$ cat config.mk
export PLATFORM = sky130hd
export DESIGN_NAME = hub75_rx_capture
export DESIGN_NICKNAME = d
export VERILOG_FILES = /design/src/rtl/hub75_rx_capture.sv
export SDC_FILE = /design/constraint.sdc
export NUM_CORES = 1
export LEC_CHECK = 0
export ABC_AREA = 0
export CAP_MARGIN = 10
export CORE_MARGIN = 2
export CORE_UTILIZATION = 55
export DETAILED_ROUTE_END_ITERATION = 16
export PLACE_DENSITY = 0.72
export SLEW_MARGIN = 30
export SYNTH_ARGS = -nofsm -noshare
export SYNTH_HDL_FRONTEND = slang
export SYNTH_SLANG_ARGS = --single-unit
$ cat constraint.sdc
create_clock -name clk -period 9.6 [get_ports clk]
set_input_delay 0.96 -clock clk [delete_from_list [all_inputs] [get_ports clk]]
set_output_delay 0.96 -clock clk [all_outputs]
set_load 0.01 [all_outputs]
$ cat src/rtl/hub75_rx_capture.sv
// HUB75 receive-side capture: synchronizes the panel bus, rebuilds each latched row and
// replays it as a pixel stream. Define HUB75_RX_STATS_EN to build the row/error counters.
module hub75_rx_capture #(
  parameter int COLS        = 64,
  parameter int SYNC_STAGES = 2
) (
  input  logic        clk,
  input  logic        reset,
  input  logic [15:0] panel_in,
  output logic        pix_valid,
  input  logic        pix_ready,
  output logic [5:0]  pix_x,
  output logic [4:0]  pix_y,
  output logic [5:0]  pix_rgb,
  output logic        pix_last,
  output logic        row_err,
  output logic        row_drop,
  output logic [15:0] row_count,
  output logic [15:0] err_count
);
  localparam int            CW     = $clog2(COLS) + 1;
  localparam int            IW     = (COLS > 1) ? $clog2(COLS) : 1;
  localparam logic [CW-1:0] COLS_C = CW'(COLS);
  localparam logic [5:0]    LAST_X = 6'(COLS - 1);

  typedef enum logic       {I_ALIGN, I_SHIFT} in_state_t;
  typedef enum logic [1:0] {O_EMPTY, O_ADDR, O_EMIT} out_state_t;

  logic [15:0]   r_sync [SYNC_STAGES];
  logic [15:0]   r_hist;
  in_state_t     r_in_state;
  logic [CW-1:0] r_col_cnt;
  logic          r_ovf;
  logic          r_row_err, r_row_drop;
  out_state_t    r_out_state;
  logic          r_pix_valid, r_pix_last;
  logic [5:0]    r_pix_x, r_pix_rgb;
  logic [4:0]    r_pix_y;
  logic [5:0]    r_shift_buf [COLS];
  logic [5:0]    r_hold_buf  [COLS];

  logic [15:0]   w_cur;
  logic          w_sclk_rise, w_latch_rise, w_blank_fall;
  logic [5:0]    w_rgb;
  logic [4:0]    w_addr;
  logic          w_shift_en, w_ovf_next, w_commit, w_err, w_load, w_drop;
  logic [CW-1:0] w_cnt_next;
  logic [IW-1:0] w_col_idx;
  logic [5:0]    w_next_x;
  logic [5:0]    w_shift_next [COLS];
  logic          w_unused;

  assign w_cur        = r_sync[SYNC_STAGES-1];
  assign w_sclk_rise  = w_cur[14] & ~r_hist[14];
  assign w_latch_rise = w_cur[13] & ~r_hist[13];
  assign w_blank_fall = ~w_cur[12] & r_hist[12];
  assign w_rgb        = {w_cur[4], w_cur[5], w_cur[6], w_cur[0], w_cur[1], w_cur[2]};
  assign w_addr       = {w_cur[15], w_cur[11:8]};
  assign w_unused     = ^{r_hist[15], r_hist[11:0], w_cur[3], w_cur[7]};

  // NOTE: sequential state uses non-blocking assignments so every flop samples pre-edge values.
  always_ff @(posedge clk) begin
    if (reset) begin
      for (int i = 0; i < SYNC_STAGES; i++) r_sync[i] <= '0;
      r_hist <= '0;
    end else begin
      r_sync[0] <= panel_in;
      for (int i = 1; i < SYNC_STAGES; i++) r_sync[i] <= r_sync[i-1];
      r_hist <= w_cur;
    end
  end

  // Edges past the last column only mark the row as overlong; the count itself saturates.
  assign w_shift_en = (r_in_state == I_SHIFT) && w_sclk_rise && (r_col_cnt != COLS_C);
  assign w_ovf_next = r_ovf | ((r_in_state == I_SHIFT) && w_sclk_rise && (r_col_cnt == COLS_C));
  assign w_cnt_next = r_col_cnt + CW'(w_shift_en);
  assign w_col_idx  = r_col_cnt[IW-1:0];
  assign w_commit   = (r_in_state == I_SHIFT) && w_latch_rise;
  assign w_err      = w_commit && ((w_cnt_next != COLS_C) || w_ovf_next);
  assign w_load     = w_commit && (r_out_state == O_EMPTY);
  assign w_drop     = w_commit && (r_out_state != O_EMPTY);

  // NOTE: every element gets a default before the conditional write, so no latch is inferred.
  always_comb begin
    for (int i = 0; i < COLS; i++) w_shift_next[i] = r_shift_buf[i];
    if (w_shift_en) w_shift_next[w_col_idx] = w_rgb;
  end

  // NOTE: row buffers carry no reset; stale contents are never emitted without a commit first.
  always_ff @(posedge clk) begin
    r_shift_buf <= w_shift_next;
    if (w_load) r_hold_buf <= w_shift_next;
  end

  always_ff @(posedge clk) begin
    if (reset) begin
      r_in_state <= I_ALIGN;
      r_col_cnt  <= '0;
      r_ovf      <= 1'b0;
      r_row_err  <= 1'b0;
      r_row_drop <= 1'b0;
    end else begin
      r_row_err  <= w_err;
      r_row_drop <= w_drop;
      case (r_in_state)
        I_ALIGN: begin
          if (w_latch_rise) begin
            r_in_state <= I_SHIFT;
            r_col_cnt  <= '0;
            r_ovf      <= 1'b0;
          end
        end
        default: begin
          if (w_commit) begin
            r_col_cnt <= '0;
            r_ovf     <= 1'b0;
          end else begin
            r_col_cnt <= w_cnt_next;
            r_ovf     <= w_ovf_next;
          end
        end
      endcase
    end
  end

  assign w_next_x = r_pix_x + 6'd1;

  always_ff @(posedge clk) begin
    if (reset) begin
      r_out_state <= O_EMPTY;
      r_pix_valid <= 1'b0;
      r_pix_x     <= '0;
      r_pix_y     <= '0;
      r_pix_rgb   <= '0;
      r_pix_last  <= 1'b0;
    end else begin
      case (r_out_state)
        O_EMPTY: begin
          r_pix_valid <= 1'b0;
          if (w_load) r_out_state <= O_ADDR;
        end
        O_ADDR: begin
          if (w_blank_fall) begin
            r_pix_y     <= w_addr;
            r_pix_x     <= '0;
            r_pix_rgb   <= r_hold_buf[0];
            r_pix_last  <= (LAST_X == 6'd0);
            r_pix_valid <= 1'b1;
            r_out_state <= O_EMIT;
          end
        end
        O_EMIT: begin
          if (r_pix_valid && pix_ready) begin
            if (r_pix_x == LAST_X) begin
              r_pix_valid <= 1'b0;
              r_pix_last  <= 1'b0;
              r_out_state <= O_EMPTY;
            end else begin
              r_pix_x    <= w_next_x;
              r_pix_rgb  <= r_hold_buf[w_next_x[IW-1:0]];
              r_pix_last <= (w_next_x == LAST_X);
            end
          end
        end
        default: r_out_state <= O_EMPTY;
      endcase
    end
  end

`ifdef HUB75_RX_STATS_EN
  logic [15:0] r_row_count, r_err_count;
  logic [16:0] w_err_sum;

  assign w_err_sum = {1'b0, r_err_count} + 17'(w_err) + 17'(w_drop);

  always_ff @(posedge clk) begin
    if (reset) begin
      r_row_count <= '0;
      r_err_count <= '0;
    end else begin
      if (w_load && (r_row_count != 16'hFFFF)) r_row_count <= r_row_count + 16'd1;
      r_err_count <= w_err_sum[16] ? 16'hFFFF : w_err_sum[15:0];
    end
  end

  assign row_count = r_row_count;
  assign err_count = r_err_count;
`else
  assign row_count = '0;
  assign err_count = '0;
`endif

  assign pix_valid = r_pix_valid;
  assign pix_x     = r_pix_x;
  assign pix_y     = r_pix_y;
  assign pix_rgb   = r_pix_rgb;
  assign pix_last  = r_pix_last;
  assign row_err   = r_row_err;
  assign row_drop  = r_row_drop;

endmodule

==> results of run 1 <==
==> cell families after synthesis <==
kind of cell | after synthesis | synth area share [%]
AO/OA/AOI/OAI | 65 | 1.534
multiplexers | 496 | 21.90
buffers and inverters | 141 | 2.423
XOR/XNOR | 10 | 0.3159
flip-flops | 831 | 68.03
AND/OR/NAND/NOR | 354 | 5.615
adder cells (fa/ha/maj) | 4 | 0.1663
other | 1 | 0.01246
==> cell usage after synthesis (all sizes together), types with 3 or more instances <==
| cell type | instances | area [µm²] |
|---|---|---|
| xnor2 | 3 | 26.28 |
| a32o | 4 | 41.29 |
| a211oi | 9 | 67.56 |
| inv | 3 | 11.26 |
| nand3 | 40 | 200.2 |
| nor2b | 40 | 250.2 |
| mux2 | 386 | 4347 |
| ha | 4 | 50.05 |
| edfxtp | 384 | 11530 |
| a22oi | 4 | 30.03 |
| clkbuf | 75 | 281.5 |
| or2 | 3 | 18.77 |
| and2 | 11 | 68.82 |
| nor2 | 87 | 326.6 |
| a31oi | 4 | 25.02 |
| nor4 | 4 | 25.02 |
| nor3b | 7 | 52.55 |
| mux4 | 88 | 2027 |
| a2111oi | 4 | 35.03 |
| nor3 | 13 | 65.06 |
| xor2 | 7 | 68.82 |
| nand4 | 13 | 81.33 |
| a21oi | 17 | 85.08 |
| dfxtp | 447 | 8949 |
| a41oi | 3 | 26.28 |
| and3 | 5 | 31.28 |
| a221o | 4 | 40.04 |
| o21ai | 6 | 30.02 |
| mux2i | 22 | 220.2 |
| nand3b | 5 | 37.54 |
| buf | 63 | 436.7 |
| nand2b | 7 | 43.79 |
| o31ai | 3 | 22.52 |
| nand2 | 107 | 401.6 |
| or3 | 7 | 43.79 |
==> metrics by stage <==
step / instances / total power [µW]
after floorplan: 1933 / 4067
after global placement: 2551 / 4184
after detailed placement: 2551 / 4190
after CTS: 2703 / 7405
after global routing: 2704 / 7567
final: 2704 / 7353
==> worst paths after layout <==
path | start | end | slack [ns] | depth (start not counted)
setup / recovery | pix_x[0] | pix_rgb[0] | 5.13 | 10
hold / removal | r_sync[0][11] | r_sync[0][27] | 0.43 | 1
setup reg to reg | pix_x[0] | pix_rgb[0] | 5.13 | 10
hold reg to reg | r_sync[0][11] | r_sync[0][27] | 0.43 | 1
==> state kept, by name (all words and copies together) (netlist names) <==
| register | count |
|---|---|
| r_out_state | 2 |
| row_drop | 1 |
| r_sync | 28 |
| row_err | 1 |
| pix_y | 5 |
| pix_valid | 1 |
| r_ovf | 1 |
| r_hold_buf | 384 |
| r_col_cnt | 7 |
| r_in_state | 1 |
| r_shift_buf | 384 |
| r_hist | 3 |
| pix_x | 6 |
| pix_last | 1 |
| pix_rgb | 6 |
==> worst register-to-register path: cells and delay by family (launching register included) <==
kind                     cells  cell delay [ns]
AND/OR/NAND/NOR              1             0.18
adder cells (fa/ha/maj)      1             0.79
buffers and inverters        3             1.10
flip-flops                   1             0.57
multiplexers                 1             0.39
AO/OA/AOI/OAI                4             1.34
==> final cells by class <==
cell class              count  area share [%]
flip-flops and latches    831           60.64
multi-input cells         961           26.82
clock buffers             120           7.228
well taps                 696           2.577
repair buffers             61           1.711
clock inverters            32          0.9516
inverters                   3         0.07035
==> power groups by stage <==
stage | registers, µW | logic, µW | clock network, µW
final | 3760 | 353 | 3230
after global routing | 3770 | 377 | 3420
after CTS | 3760 | 351 | 3290
after detailed placement | 3840 | 350 | 0
after global placement | 3840 | 346 | 0
after floorplan | 3830 | 236 | 0
==> metal layers <==
layer  share of wire (%)  vias up
li1                    -     7065
met1                  43     8107
met2                  48      472
met3                 6.3      120
met4                 2.9        0
met5                   0        -
==> impl_metrics.ini, run 1 <==
[critical_path]
crit_buf_inv = 3
cp_cell_sequence = inv_1 > buf_4 > ha_4 > buf_4 > mux4_2 > and2_1 > a2111oi_1 > a41oi_1 > a31oi_1 > o31ai_1
cpLargestDelayFamily = compound AO/OA/AOI/OAI gates
crit_arrival_ns = 4.98
crit_path_frequent_cell = buf_4
cp_data_required_time_ns = 10.11
cp-start-kind = flop
crit_path_max_fanout = 45
cp-end-kind = flop
critPathKind = reg -> reg
cpMaxStageDelayCell = a2111oi_1
critPathMaxStageDelay_ns = 0.92

[logic_synthesis]
async_flop_share_pct = 0
syn_inst = 1902
netlist_area_um2 = 30100
syn_avg_cell_area_um2 = 15.83
ys_seq_elements = 831
synthDistinctLibCells = 54
synth_seq_area_share_pct = 68.03
yosys_warnings = 0
synth_edf_count = 384
synth-main-ff-cell = dfxtp_1

[detailed_routing]
final_antenna_net_count = 0
avgRoutedWirePerCell_um = 23.43
first_pass_iters = 5
wirelength_mm = 63.36
vias_per_cell = 5.830
vias = 15760
drc = 0
drtIter0Drc = 1408

[floorplanning]
die_w_um = 238.0
die_y_um = 238.0
start_util_pct = 55.83
ioPinCount = 72
coreArea_um2 = 53920
die-area_um2 = 56620
rows = 85

[final_layout]
nFillCells = 3853
layout_common_cells = dfxtp_1 (440), mux2_2 (386), edfxtp_1 (384), nand2_1 (107), clkbuf_16 (88)
final_common_cell = dfxtp_1
final_nets = 1963
antenna_cells = 0
drive_gt1_share_pct = 31.57
final_area_um2 = 33790
utilization_pct = 62.67
multiInputGateArea_um2 = 9064
area_growth_pct = 12.25
regArea_um2 = 20490

[timing]
hold_viol_final = 0
tns_ns = 0
post-route-period-util_pct = 46.55
setup_ws_ns = 5.131
fin_crit_ns = 4.469
clock_skew_ns = 0.01678
timing.fmax_mhz = 223.8
final_max_slew_viol_count = 0
rsz0062_at_grt = no
slew_headroom_pct = 30.79
holdWs_ns = 0.4339
finalSetupViolations = 0
tightest_slew_ns = 1.036

[clock_network]
clk_pin_slew_worst_paths_ns = 0.07
cts_tree = yes
htreeDepth = 3
cts_buffer_depth = 3
cts.sinks = 831
post-cts-setup-buffers = 0
cts_buffers = 82
root_buffer = clkbuf_16
holdBufCountCts = 0
ctsResizeCount = 0
clock_latency_ns = 0.62

[placed_design]
dp_hpwl_mm = 37.19
preCtsSetupSlack_ns = 5.159
place_area_um2 = 30990
routabilityCongestion = 0.9116
io_buffers = 37

[global_routing]
use_met3_pct = 4.026
grt_max_degree = 184
grtUsageMet1_pct = 30.08
grt_pass1_vias = 15850
use_met2_pct = 37.16
grt.overflow.total = 0
antenna_found_initial = 0
grt_busiest_layer = met2
grt_pass1_wl_mm = 95.02
track_usage_pct = 22.49

[power_and_ir_drop]
peakVddDrop_uv = 157.7
switching_share_pct = 21.18
pwr-share-clk_pct = 44.0
p_sw_uw = 1557
seq_power_share_pct = 51.2
p_int_uw = 5795
total_leakage_power_uw = 0.01187
power_density_nw_per_um2 = 217.6
share_comb_of_total_power_pct = 4.8

[worst_hold_path]
hp-class = reg -> reg

[status]
status = complete, no violations

[job]
drv_cap = 0
No activity file was read; power rests on OpenSTA's default activity.
==> inputs of run 2 (changes only) <==
- PLACE_DENSITY: 0.72 -> 0.75
- clock period: 9.6 -> 3.8 ns (I/O delays scaled with it)
==> run 2 against run 1 <==
  * Die area unchanged
  * Via count decreased by 0.30%
  * Clock power increased by 140%
  * Largest cell class unchanged
  * Highest routed layer is now met5
==> impl_metrics.ini, run 2 (synthesis gave the netlist of run 1 again) <==
[status]
status = complete, no violations

[critical_path]
crit_arrival_ns = 3.83
critPathKind = reg -> reg
cp_data_required_time_ns = 4.35
cp-start-kind = flop
cp-end-kind = flop
crit_path_max_fanout = 11

[detailed_routing]
avgRoutedWirePerCell_um = 23.29
wirelength_mm = 63.10
vias_per_cell = 5.799
first_pass_iters = 5
drc = 0
final_antenna_net_count = 0
vias = 15720
drtIter0Drc = 1466

[global_routing]
antenna_found_initial = 2
grt_max_degree = 73
grt.overflow.total = 0
track_usage_pct = 22.49
grt_pass1_wl_mm = 95.59
grt_pass1_vias = 15960

[clock_network]
post-cts-setup-buffers = 0
cts_tree = yes
htreeDepth = 3
cts_buffers = 78
root_buffer = clkbuf_16
ctsResizeCount = 0
clock_latency_ns = 0.61
clk_pin_slew_worst_paths_ns = 0.06
cts_buffer_depth = 3
holdBufCountCts = 0
cts.sinks = 831

[power_and_ir_drop]
p_total_uw = 18140
peakVddDrop_uv = 341.0
power_density_nw_per_um2 = 536.5
total_leakage_power_uw = 0.01185

[placed_design]
dp_hpwl_mm = 39.71
routabilityCongestion = 0.8868
place_area_um2 = 31230
io_buffers = 37

[timing]
post-route-period-util_pct = 86.30
tightest_slew_ns = 0.9787
final_max_slew_viol_count = 0
finalSetupViolations = 0
slew_headroom_pct = 34.75
hold_viol_final = 0
tns_ns = 0
rsz0062_at_grt = no
timing.fmax_mhz = 304.9
clock_skew_ns = 0.01429
fin_crit_ns = 3.279

[floorplanning]
die-area_um2 = 56620
coreArea_um2 = 53920
start_util_pct = 55.83
die_y_um = 238.0
rows = 85
ioPinCount = 72
die_w_um = 238.0

[job]
drv_cap = 0

[final_layout]
drive_gt1_share_pct = 31.68
final_common_cell = dfxtp_1
top_regs = r_hold_buf (384), r_shift_buf (384), r_sync (28)
antenna_cells = 0
final_area_um2 = 33810
layout_common_cells = dfxtp_1 (438), mux2_2 (386), edfxtp_1 (384), nand2_1 (107), nor2_1 (87)
area_growth_pct = 12.30
final_nets = 1976

[worst_hold_path]
hp-class = in -> reg
[run 2: cell count changes in the layout (fill, tap and decap cells not counted), moves of 5 or more]
cell       before  now
buf_12          1    9
clkbuf_16      88   83
clkbuf_8       12   17
clkinv_2       16    6
buf_4          22   32
clkbuf_1       20   25
[run 2: metrics by stage]
stage / setup WS [ns] / util, % / std cells / hold WS (ns)
after global routing: 0.4254 / 62.70 / 2710 / 0.3214
final: 0.5206 / 62.70 / 2710 / 0.3255
after detailed placement: 0.5389 / 57.92 / 2569 / 0.4212
after floorplan: -2.869 / - / 1933 / 0.4138
after global placement: 0.5673 / 57.92 / 2569 / 0.4163
after CTS: 0.5423 / 62.69 / 2710 / 0.2993
[run 2: layer usage]
layer	up-vias	track usage, %	share of wire (%)
met1	7993	30.01	42
met5	-	0	0.036
met2	519	37.05	48
met3	120	4.361	6.8
li1	7080	-	-
met4	4	7.890	2.6
[run 2: worst paths after layout]
check / start / endpoint / slack [ns] / depth (start not counted)
setup reg to reg: pix_x[1] / pix_rgb[4] / 0.52 / 8
setup / recovery: pix_x[1] / pix_rgb[4] / 0.52 / 8
hold reg to reg: r_sync[0][11] / r_sync[0][27] / 0.43 / 1
hold / removal: panel_in[8] / r_sync[0][8] / 0.33 / 2
[run 2: layout make-up]
cell class | count | area, µm²
Clock buffer | 125 | 2405
Clock inverter | 16 | 168.9
Fill cell | 3757 | 20110
Inverter | 3 | 15.01
Multi-Input combinational cell | 961 | 9062
Sequential cell | 831 | 20500
Tap cell | 696 | 870.8
Timing Repair Buffer | 78 | 785.8
[run 2: critical path: stages (launching register included)]
cell     delay (ns)
dfxtp_1        0.49
ha_1           0.39
xor2_4         0.57
buf_4          0.31
mux4_1         0.26
mux2i_1        0.12
a221o_1        0.37
nor4_1         0.48
a32o_2         0.24
[run 2: power by group]
group	total, µW	switching [µW]	internal [µW]	leakage (µW)
registers	9530	118	9410	0.00664
clock network	7700	3160	4540	0.00126
logic	902	535	367	0.00395
==> inputs of run 3 (changes only) <==
- PLACE_DENSITY: 0.75 -> 0.72
- clock period: 3.8 -> 3.9 ns (I/O delays scaled with it)
==> run 3 against run 2 <==
  * Sequential share of layout area is 0.38 points lower
  * Core utilization is 0.41 points higher
  * Sequential power decreased by 2.3%
  * Wire length barely moved
  * Combinational power is 2.3% lower
  * Cell count rose by 0.22%
  * Total power rose by 0.72%
  * Worst hold slack improved by 0.0082 ns
  * Critical endpoint is now pix_rgb[3]
==> impl_metrics.ini, run 3 (synthesis gave the netlist of run 1 again) <==
[critical_path]
cpMaxStageDelayCell = ha_4
cp_data_required_time_ns = 4.45
critPathMaxStageDelay_ns = 0.67
cp-start-kind = flop
crit_path_max_fanout = 29
cp_cell_sequence = inv_1 > ha_4 > buf_4 > mux4_2 > mux2i_1 > a221o_1 > nor4_1 > a32o_1
cp-end-kind = flop
critPathKind = reg -> reg
crit_arrival_ns = 3.86

[final_layout]
final_nets = 1976
drive_gt1_share_pct = 31.73
layout_common_cells = dfxtp_1 (438), mux2_2 (386), edfxtp_1 (384), nand2_1 (107), nor2_1 (87)
top_regs = r_hold_buf (384), r_shift_buf (384), r_sync (28)
area_growth_pct = 13.03
antenna_cells = 0
final_area_um2 = 34030
final_common_cell = dfxtp_1

[clock_network]
htreeDepth = 3
cts_buffers = 81
root_buffer = clkbuf_16
cts_tree = yes
cts_buffer_depth = 3
clk_pin_slew_worst_paths_ns = 0.06
clock_latency_ns = 0.62
holdBufCountCts = 0
cts.sinks = 831
ctsResizeCount = 0
post-cts-setup-buffers = 0

[floorplanning]
die_w_um = 238.0
coreArea_um2 = 53920
die_y_um = 238.0
ioPinCount = 72
rows = 85
start_util_pct = 55.83
die-area_um2 = 56620

[power_and_ir_drop]
p_total_uw = 18270
peakVddDrop_uv = 303.1
power_density_nw_per_um2 = 536.9
total_leakage_power_uw = 0.01194

[timing]
post-route-period-util_pct = 84.81
final_max_slew_viol_count = 0
finalSetupViolations = 0
hold_viol_final = 0
fin_crit_ns = 3.308
tightest_slew_ns = 0.9340
clock_skew_ns = 0.01526
timing.fmax_mhz = 302.3
rsz0062_at_grt = no
slew_headroom_pct = 37.73

[global_routing]
use_met3_pct = 3.876
grt_max_degree = 98
grtUsageMet1_pct = 31.12
antenna_found_initial = 0
grt_pass1_vias = 16070
track_usage_pct = 22.62
grt.overflow.total = 0
grt_busiest_layer = met2
use_met2_pct = 36.28
grt_pass1_wl_mm = 96.04

[worst_hold_path]
hp-class = in -> reg

[detailed_routing]
avgRoutedWirePerCell_um = 23.25
vias = 15820
final_antenna_net_count = 0
vias_per_cell = 5.825
drc = 0
drtIter0Drc = 1302
first_pass_iters = 6
wirelength_mm = 63.13

[placed_design]
place_area_um2 = 31230
routabilityCongestion = 0.8829
dp_hpwl_mm = 39.41
io_buffers = 37

[job]
drv_cap = 0

[status]
status = complete, no violations
run 3: changes by cell type in the layout (fill, tap and decap cells not counted):
| cell | before | now |
|---|---|---|
| buf_12 | 9 | 10 |
| buf_4 | 32 | 28 |
| bufinv_16 | 3 | 12 |
| clkbuf_1 | 25 | 21 |
| clkbuf_8 | 17 | 11 |
| clkinv_1 | 2 | 10 |
| clkinv_4 | 2 | 0 |
| clkinvlp_4 | 3 | 4 |
| dfxtp_2 | 6 | 4 |
| dfxtp_4 | 3 | 5 |
| inv_6 | 1 | 4 |
| nor3b_1 | 7 | 6 |
| nor3b_2 | 0 | 1 |
run 3: layout make-up:
class                   count  area, µm²
flip-flops and latches    831      20500
well taps                 696      870.8
repair buffers             75      775.7
clock buffers             115       2307
multi-input cells         961       9067
clock inverters            35      485.5
fillers                  3821      19900
inverters                   3      15.01
run 3: per-stage QoR:
stage	setup TNS (ns)	hold WS, ns	instances	setup WS, ns	utilization [%]
after floorplan	-1063.44	0.4138	1933	-2.769	-
final	0	0.3337	2716	0.5923	63.10
after detailed placement	0	0.4268	2566	0.6004	57.92
after CTS	0	0.3034	2716	0.5793	63.10
after global placement	0	0.4157	2566	0.6212	57.90
after global routing	0	0.3344	2716	0.4281	63.10
run 3: path summary, 6_finish.rpt:
check,cells after the start,end,slack (ns),startpoint
worst max-delay path,8,pix_rgb[3],0.59,pix_x[0]
worst min register to register,1,r_sync[0][26],0.44,r_sync[0][10]
worst max register to register,8,pix_rgb[3],0.59,pix_x[0]
worst min-delay path,2,r_sync[0][4],0.33,panel_in[4]
run 3: critical path, delay by kind of cell, from the launching register on:
| kind | cells | cell delay (ns) |
|---|---|---|
| flops | 1 | 0.61 |
| compound gates | 2 | 0.61 |
| buf+inv | 2 | 0.51 |
| fa+ha+maj | 1 | 0.67 |
| simple gates | 1 | 0.40 |
| mux | 2 | 0.40 |
run 3: per-layer routing:
metal  wire length [µm]  up-vias
met5                  0        -
met3               3422      111
met1              27680     8141
met4               1893        0
met2              30140      479
li1                   -     7089
run 3: report_power, final:
group          internal, µW  switching [µW]  leakage, µW
combinational           362             518      0.00395
sequential             9170             133      0.00664
clock                  4920            3160      0.00135
total                 14500            3810       0.0119
